==> src/rtl/pipe_stage_reg.sv <==
// pipe_stage_reg: valid/ready pipeline stage with ctrl/data bundles,
// optional 2-entry skid buffer and synchronous flush.
//
// Ports:
//   clk, reset_n (sync, active low), flush
//   in_valid/in_ready/in_ctrl/in_data    upstream beat
//   out_valid/out_ready/out_ctrl/out_data downstream beat
//   occupancy  entries held (0..2)
module pipe_stage_reg #(
  parameter int CTRL_W = 8,
  parameter int DATA_W = 96,
  parameter int SKID   = 1
) (
  input  logic              clk,
  input  logic              reset_n,
  input  logic              flush,
  input  logic              in_valid,
  output logic              in_ready,
  input  logic [CTRL_W-1:0] in_ctrl,
  input  logic [DATA_W-1:0] in_data,
  output logic              out_valid,
  input  logic              out_ready,
  output logic [CTRL_W-1:0] out_ctrl,
  output logic [DATA_W-1:0] out_data,
  output logic [1:0]        occupancy
);

  localparam bit LP_SKID = (SKID != 0);

  logic              r_main_vld;
  logic [CTRL_W-1:0] r_main_ctrl;
  logic [DATA_W-1:0] r_main_data;
  logic              r_skid_vld;
  logic [CTRL_W-1:0] r_skid_ctrl;
  logic [DATA_W-1:0] r_skid_data;
  logic [1:0]        r_occ;

  logic              w_acc;
  logic              w_cons;
  logic              w_main_free;
  logic              w_skid_to_main;
  logic              w_in_to_main;
  logic              w_in_to_skid;
  logic              w_main_vld_nxt;
  logic [CTRL_W-1:0] w_main_ctrl_nxt;
  logic [DATA_W-1:0] w_main_data_nxt;
  logic              w_skid_vld_nxt;
  logic [CTRL_W-1:0] w_skid_ctrl_nxt;
  logic [DATA_W-1:0] w_skid_data_nxt;
  logic [1:0]        w_occ_nxt;

  // Skid mode: ready comes only from the skid flag, so
  // out_ready never reaches in_ready.
  always_comb begin
    if (LP_SKID) begin
      in_ready = reset_n & ~r_skid_vld;
    end else begin
      in_ready = reset_n & (~r_main_vld | out_ready);
    end
  end

  assign w_acc  = in_valid & in_ready;
  assign w_cons = r_main_vld & out_ready;

  always_comb begin
    w_main_free    = ~r_main_vld | w_cons;
    w_skid_to_main = LP_SKID & r_skid_vld & w_main_free;
    w_in_to_main   = w_acc & w_main_free & ~w_skid_to_main;
    // A beat that cannot enter main parks in skid.
    w_in_to_skid   = LP_SKID & w_acc
                   & (~w_main_free | w_skid_to_main);

    w_main_vld_nxt  = w_skid_to_main | w_in_to_main
                    | (r_main_vld & ~w_cons);
    w_main_ctrl_nxt = r_main_ctrl;
    w_main_data_nxt = r_main_data;
    if (w_skid_to_main) begin
      w_main_ctrl_nxt = r_skid_ctrl;
      w_main_data_nxt = r_skid_data;
    end else if (w_in_to_main) begin
      w_main_ctrl_nxt = in_ctrl;
      w_main_data_nxt = in_data;
    end
    // Bubbles carry ctrl=0 so downstream sees a NOP.
    if (!w_main_vld_nxt) begin
      w_main_ctrl_nxt = '0;
    end

    w_skid_vld_nxt  = w_in_to_skid
                    | (r_skid_vld & ~w_skid_to_main);
    w_skid_ctrl_nxt = r_skid_ctrl;
    w_skid_data_nxt = r_skid_data;
    if (w_in_to_skid) begin
      w_skid_ctrl_nxt = in_ctrl;
      w_skid_data_nxt = in_data;
    end
    if (!w_skid_vld_nxt) begin
      w_skid_ctrl_nxt = '0;
    end

    w_occ_nxt = {1'b0, w_main_vld_nxt}
              + {1'b0, w_skid_vld_nxt};
  end

  always_ff @(posedge clk) begin
    if (!reset_n) begin
      r_main_vld  <= 1'b0;
      r_main_ctrl <= '0;
      r_main_data <= '0;
      r_skid_vld  <= 1'b0;
      r_skid_ctrl <= '0;
      r_skid_data <= '0;
      r_occ       <= 2'd0;
    end else if (flush) begin
      // Data bundles keep their value; only
      // validity and ctrl are killed.
      r_main_vld  <= 1'b0;
      r_main_ctrl <= '0;
      r_skid_vld  <= 1'b0;
      r_skid_ctrl <= '0;
      r_occ       <= 2'd0;
    end else begin
      r_main_vld  <= w_main_vld_nxt;
      r_main_ctrl <= w_main_ctrl_nxt;
      r_main_data <= w_main_data_nxt;
      r_skid_vld  <= w_skid_vld_nxt;
      r_skid_ctrl <= w_skid_ctrl_nxt;
      r_skid_data <= w_skid_data_nxt;
      r_occ       <= w_occ_nxt;
    end
  end

  assign out_valid = r_main_vld;
  assign out_ctrl  = r_main_vld ? r_main_ctrl : '0;
  assign out_data  = r_main_data;
  assign occupancy = r_occ;

  a_stall_stable: assert property (
    @(posedge clk) disable iff (!reset_n)
    (out_valid & ~out_ready) |=> $stable(out_data)
  );

  a_occ_range: assert property (
    @(posedge clk) disable iff (!reset_n)
    LP_SKID || (occupancy <= 2'd1)
  );

  a_no_acc_full: assert property (
    @(posedge clk) disable iff (!reset_n)
    !(in_valid && in_ready && occupancy == 2'd2)
  );

endmodule
==> config.mk <==
export PLATFORM = sky130hd
export DESIGN_NAME = pipe_stage_reg
export DESIGN_NICKNAME = d
export VERILOG_FILES = /design/src/rtl/pipe_stage_reg.sv
export SDC_FILE = /design/constraint.sdc
export NUM_CORES = 1
export LEC_CHECK = 0
export CORE_MARGIN = 5
export CORE_UTILIZATION = 40
export CTS_BUF_LIST = sky130_fd_sc_hd__clkbuf_4 sky130_fd_sc_hd__clkbuf_8
export CTS_CLUSTER_DIAMETER = 60
export CTS_CLUSTER_SIZE = 25
export DETAILED_ROUTE_END_ITERATION = 6
export DONT_BUFFER_PORTS = 1
export SLEW_MARGIN = 30
export SYNTH_ARGS = -nofsm -noshare
export SYNTH_HDL_FRONTEND = slang
export SYNTH_SLANG_ARGS = --single-unit
==> constraint.sdc <==
create_clock -name clk -period 2.5 [get_ports clk]
set_input_delay 0.75 -clock clk [delete_from_list [all_inputs] [get_ports clk]]
set_output_delay 0.75 -clock clk [all_outputs]
set_load 0.01 [all_outputs]
== After elaboration in Yosys (flattened, before gate mapping) ==
Index checks and enable logic that the tools add are counted.

* Add/subtract/negate cells: 1
* Multiplexer cells: 5
* Bitwise gates (word level): 23
* Reductions and logical operators: 6

{| class="wikitable"
|+ Operators with widths
! cell !! number
|-
| $mux W96 || 2
|-
| $mux W8 || 3
|-
| $and A1 B1 Y1 || 9
|-
| $not A1 Y1 || 9
|-
| $reduce_or A3 Y1 || 2
|-
| $or A1 B1 Y1 || 5
|-
| $reduce_and A2 Y1 || 2
|-
| $add A1 B1 Y2 || 1
|-
| $reduce_bool A2 Y1 || 1
|-
| $reduce_or A2 Y1 || 1
|}

* Register bits after elaboration: 212
* Bits of input ports: 109
* Output and inout port bits: 108
* Word-level logic and storage cells: 42

== Depth between registers and ports, before layout ==
* Depth after elaboration: 9
* Depth in mapped cells: 7
* Mapped depth without buffers: 4

== Least setup slack after synthesis ==
Ideal clock, no wire load.

* Path kind: input -> output
* Start: input reset_n
* End: output in_ready
* Arrival: 1423 ps
* Required time: 1750 ps
* Setup slack: 327 ps
* Cell stages on the path: 3
* Path through: clkbuf_1 -> nor2b_1 -> clkbuf_1

* Word-level cells in the longest chain between the ends: 1

{| class="wikitable"
|+ RTL lines
! item !! line !! RTL
|-
| from (decl) || 15 || <nowiki>input logic reset_n,</nowiki>
|-
| $and A1 B1 Y1 || 56 || <nowiki>in_ready = reset_n & ~r_skid_vld;</nowiki>
|-
| to (decl) || 18 || <nowiki>output logic in_ready,</nowiki>
|}

No other way between the ends.

== Worst setup path in the final report ==
* Start: register r_skid_vld
* End: output in_ready

* Word-level cells in the longest chain between the ends: 2

{| class="wikitable"
|+ RTL lines
! item !! line !! RTL
|-
| from (decl) || 33 || <nowiki>logic r_skid_vld;</nowiki>
|-
| from (signal assigned) || 126 || <nowiki>r_skid_vld <= w_skid_vld_nxt;</nowiki>
|-
| $not A1 Y1 || 56 ||
|-
| $and A1 B1 Y1 || 56 ||
|}

No other way between the ends.

==> results.json <==
{
  "status": "finished clean",
  "via_per_inst": 5.20,
  "core_area_um2": 22800,
  "finalNonFillerCells": 1330,
  "syn_area_per_cell_um2": 8.75,
  "dpl.cell_count": 1293,
  "dr.pass1.iters": 4,
  "timing.setup.tns_ns": 0,
  "setup_viol": 0,
  "portBuffers": 0,
  "synthCells": 1063,
  "grt.total_usage": 0.167,
  "critPathKind": "flip-flop to output pin",
  "clock_path_buffers": 3,
  "cts_hold_buf": 0,
  "yosys_warnings": 0,
  "root_buffer": "clkbuf_8",
  "grt_max_degree": 321,
  "die_y_um": 163,
  "syn-num-nets": 1173,
  "max-vdd-ir-drop_mv": 0.303,
  "vias": 6922,
  "cts_setup_buffers": 0,
  "cp_cell_sequence": "nor2b_1, buf_4",
  "grt_first_pass_wirelength_mm": 36.7,
  "max_freq_mhz": 453,
  "fin_worst_skew_ns": 0.0261,
  "worst_hold_slack_ns": 0.328,
  "post_cts_resized": 0,
  "routed_wl_mm": 22.9,
  "cp_slowest_stage_delay_ns": 0.45,
  "drcViolationCount": 0,
  "setup_slack_ns": 0.291,
  "ys_ff_latch": 212,
  "rsz0062_at_grt": "no",
  "syn_to_final_growth_pct": 7.01,
  "yosysTopAreaCellShare": 0.456,
  "post_drt_wl_per_cell_um": 17.2,
  "cts_buffers": 21,
  "maxCapViolations": 0,
  "rows": 55,
  "slew_headroom": 0.478,
  "finalNetCount": 1113,
  "powerDensity_nw_per_um2": 634,
  "ff_latch_area_um2": 4250,
  "synthesis.area_um2": 9300,
  "clkLatencyLatePin_ns": 0.54,
  "ys_types": 30,
  "crit_path_start_kind": "flip-flop",
  "hpwl_mm": 13.8,
  "cp-end-kind": "output pin",
  "p_leak_uw": 0.00394,
  "antenna_found_initial": 0,
  "synthTopCellsByArea": "dfxtp_1 46%, nand2_1 12%, mux2_2 12%, mux2i_1 11%, o21ai_0 5.4%",
  "gr-total-overflow": 0,
  "cp.required_ns": 1.75,
  "htreeDepth": 1,
  "min_period_ns": 2.21,
  "drtAntennaViolNets": 0,
  "preCtsSetupSlack_ns": 0.499,
  "layout-drive-gt1-share": 0.150,
  "worst_ep_arrival_time_ns": 1.46,
  "period_share": 0.884,
  "ys_seq_area_frac": 0.456,
  "cp_max_fo": 21,
  "path_clk_slew_ns": 0.12,
  "multi_input_area_um2": 4640,
  "io_pins": 217,
  "cts.sinks": 212,
  "yosysTopAreaCell": "dfxtp_1",
  "drt_iter0_markers": 396,
  "cp_slowest_cell": "dfxtp_4",
  "initial_core_util": 0.408,
  "n_antenna_cell": 0,
  "final-max-slew-violation-count": 0,
  "grt_pass1_vias": 6534,
  "nFillCells": 2241,
  "hold_class": "input port to flip-flop",
  "tightest_slew_ns": 0.783,
  "die_w_um": 163,
  "gp_congestion": 0.735,
  "die_area_um2": 26400,
  "hold_viol": 0,
  "cts_tree": "done"
}
==> report_power, final <==
| part | internal (uW) | switching (uW) |
|---|---|---|
| logic | 162 | 161 |
| registers | 3450 | 79.3 |
| clock network | 1040 | 1420 |
| total | 4650 | 1660 |
==> registers in the layout, indices dropped and copies added, names as in the netlist <==
name,cells
out_valid,1
r_skid_data,96
occupancy,2
out_data,96
r_skid_vld,1
r_skid_ctrl,8
r_main_ctrl,8
==> per-layer routing <==
metal  global-route usage  part of all wire  up-vias
li1                     -                 -     3510
met1                0.214              0.44     3229
met2                0.268              0.45      157
met3               0.0661             0.095       26
met4               0.0358             0.018        0
met5                    0                 0        -
==> kinds of logic after synthesis <==
group | count (synthesis) | share of synthesized area
adder cells (fa/ha/maj) | 1 | 0.00134
buffers and inverters | 99 | 0.0475
multiplexers | 196 | 0.224
AND/OR/NAND/NOR | 431 | 0.202
AO/OA/AOI/OAI | 124 | 0.0691
flip-flops | 212 | 0.456
==> per-stage QoR <==
stage	utilization	area (um^2)	total power [uW]
after floorplan	-	9300	3930
after global placement	0.416	9470	3930
after detailed placement	0.416	9470	3930
after CTS	0.437	9950	6410
after global routing	0.437	9950	6630
final	0.437	9950	6310
==> worst max-delay path, delay by kind of cell, from the launching register on <==
kind | cells | cell delay, ns
flip-flops | 1 | 0.45
buffers and inverters | 1 | 0.21
AND/OR/NAND/NOR | 1 | 0.25
==> synthesized netlist by cell type, drive strengths merged <==
library cell	count
clkbuf	69
nor2	7
nand3	71
nand4b	1
o31ai	1
mux2	96
nor3b	4
and2	10
nand4	33
mux2i	100
dfxtp	212
and4b	1
nor3	1
ha	1
inv	2
a21oi	13
or3	1
nor4	8
a21o	1
o21ai	104
buf	28
nor2b	3
nand2b	1
a211oi	4
nand2	290
o211ai	1
==> placed cells by master, fill, tap and decap left out <==
cell / Yosys / routed
inv_12: 0 / 2
and2_1: 10 / 10
inv_6: 0 / 2
clkbuf_8: 0 / 22
a21o_1: 1 / 1
mux2i_1: 100 / 100
nor3b_1: 4 / 4
a21oi_1: 13 / 13
buf_4: 0 / 8
dfxtp_4: 0 / 1
nand3_1: 71 / 71
nor3_4: 0 / 1
nor4_1: 8 / 8
clkinv_2: 0 / 1
clkbuf_4: 0 / 1
nor2_1: 7 / 6
inv_8: 0 / 1
nand4b_1: 1 / 1
nor2b_1: 3 / 3
o211ai_1: 1 / 1
nor2_4: 0 / 1
ha_1: 1 / 1
o21ai_0: 101 / 101
and4b_4: 0 / 1
bufinv_16: 0 / 1
a211oi_1: 4 / 4
nand2_1: 290 / 290
inv_1: 2 / 2
clkinv_4: 0 / 2
nand4_1: 33 / 33
mux2_2: 96 / 96
clkinv_8: 0 / 3
buf_12: 0 / 6
or3_4: 0 / 1
dfxtp_1: 212 / 211
nand2b_1: 1 / 1
o31ai_2: 1 / 1
clkinvlp_4: 0 / 2
o21ai_1: 3 / 3
==> cell type report <==
cell class                      instances  area share
Multi-Input combinational cell        752       0.466
Sequential cell                       212       0.427
Tap cell                              313      0.0393
Clock buffer                           23      0.0312
Timing Repair Buffer                   14      0.0181
Clock inverter                         14      0.0178
Inverter                                2    0.000754
==> path summary, 6_finish.rpt <==
path	startpoint	endpoint	slack, ns	depth (start not counted)
setup / recovery	r_skid_vld	in_ready	0.29	2
hold / removal	in_data[81]	r_skid_data[81]	0.33	2
setup reg to reg	out_valid	out_data[35]	0.77	4
hold reg to reg	r_skid_data[68]	r_skid_data[68]	0.46	2
(Power assumes the default switching activity.)
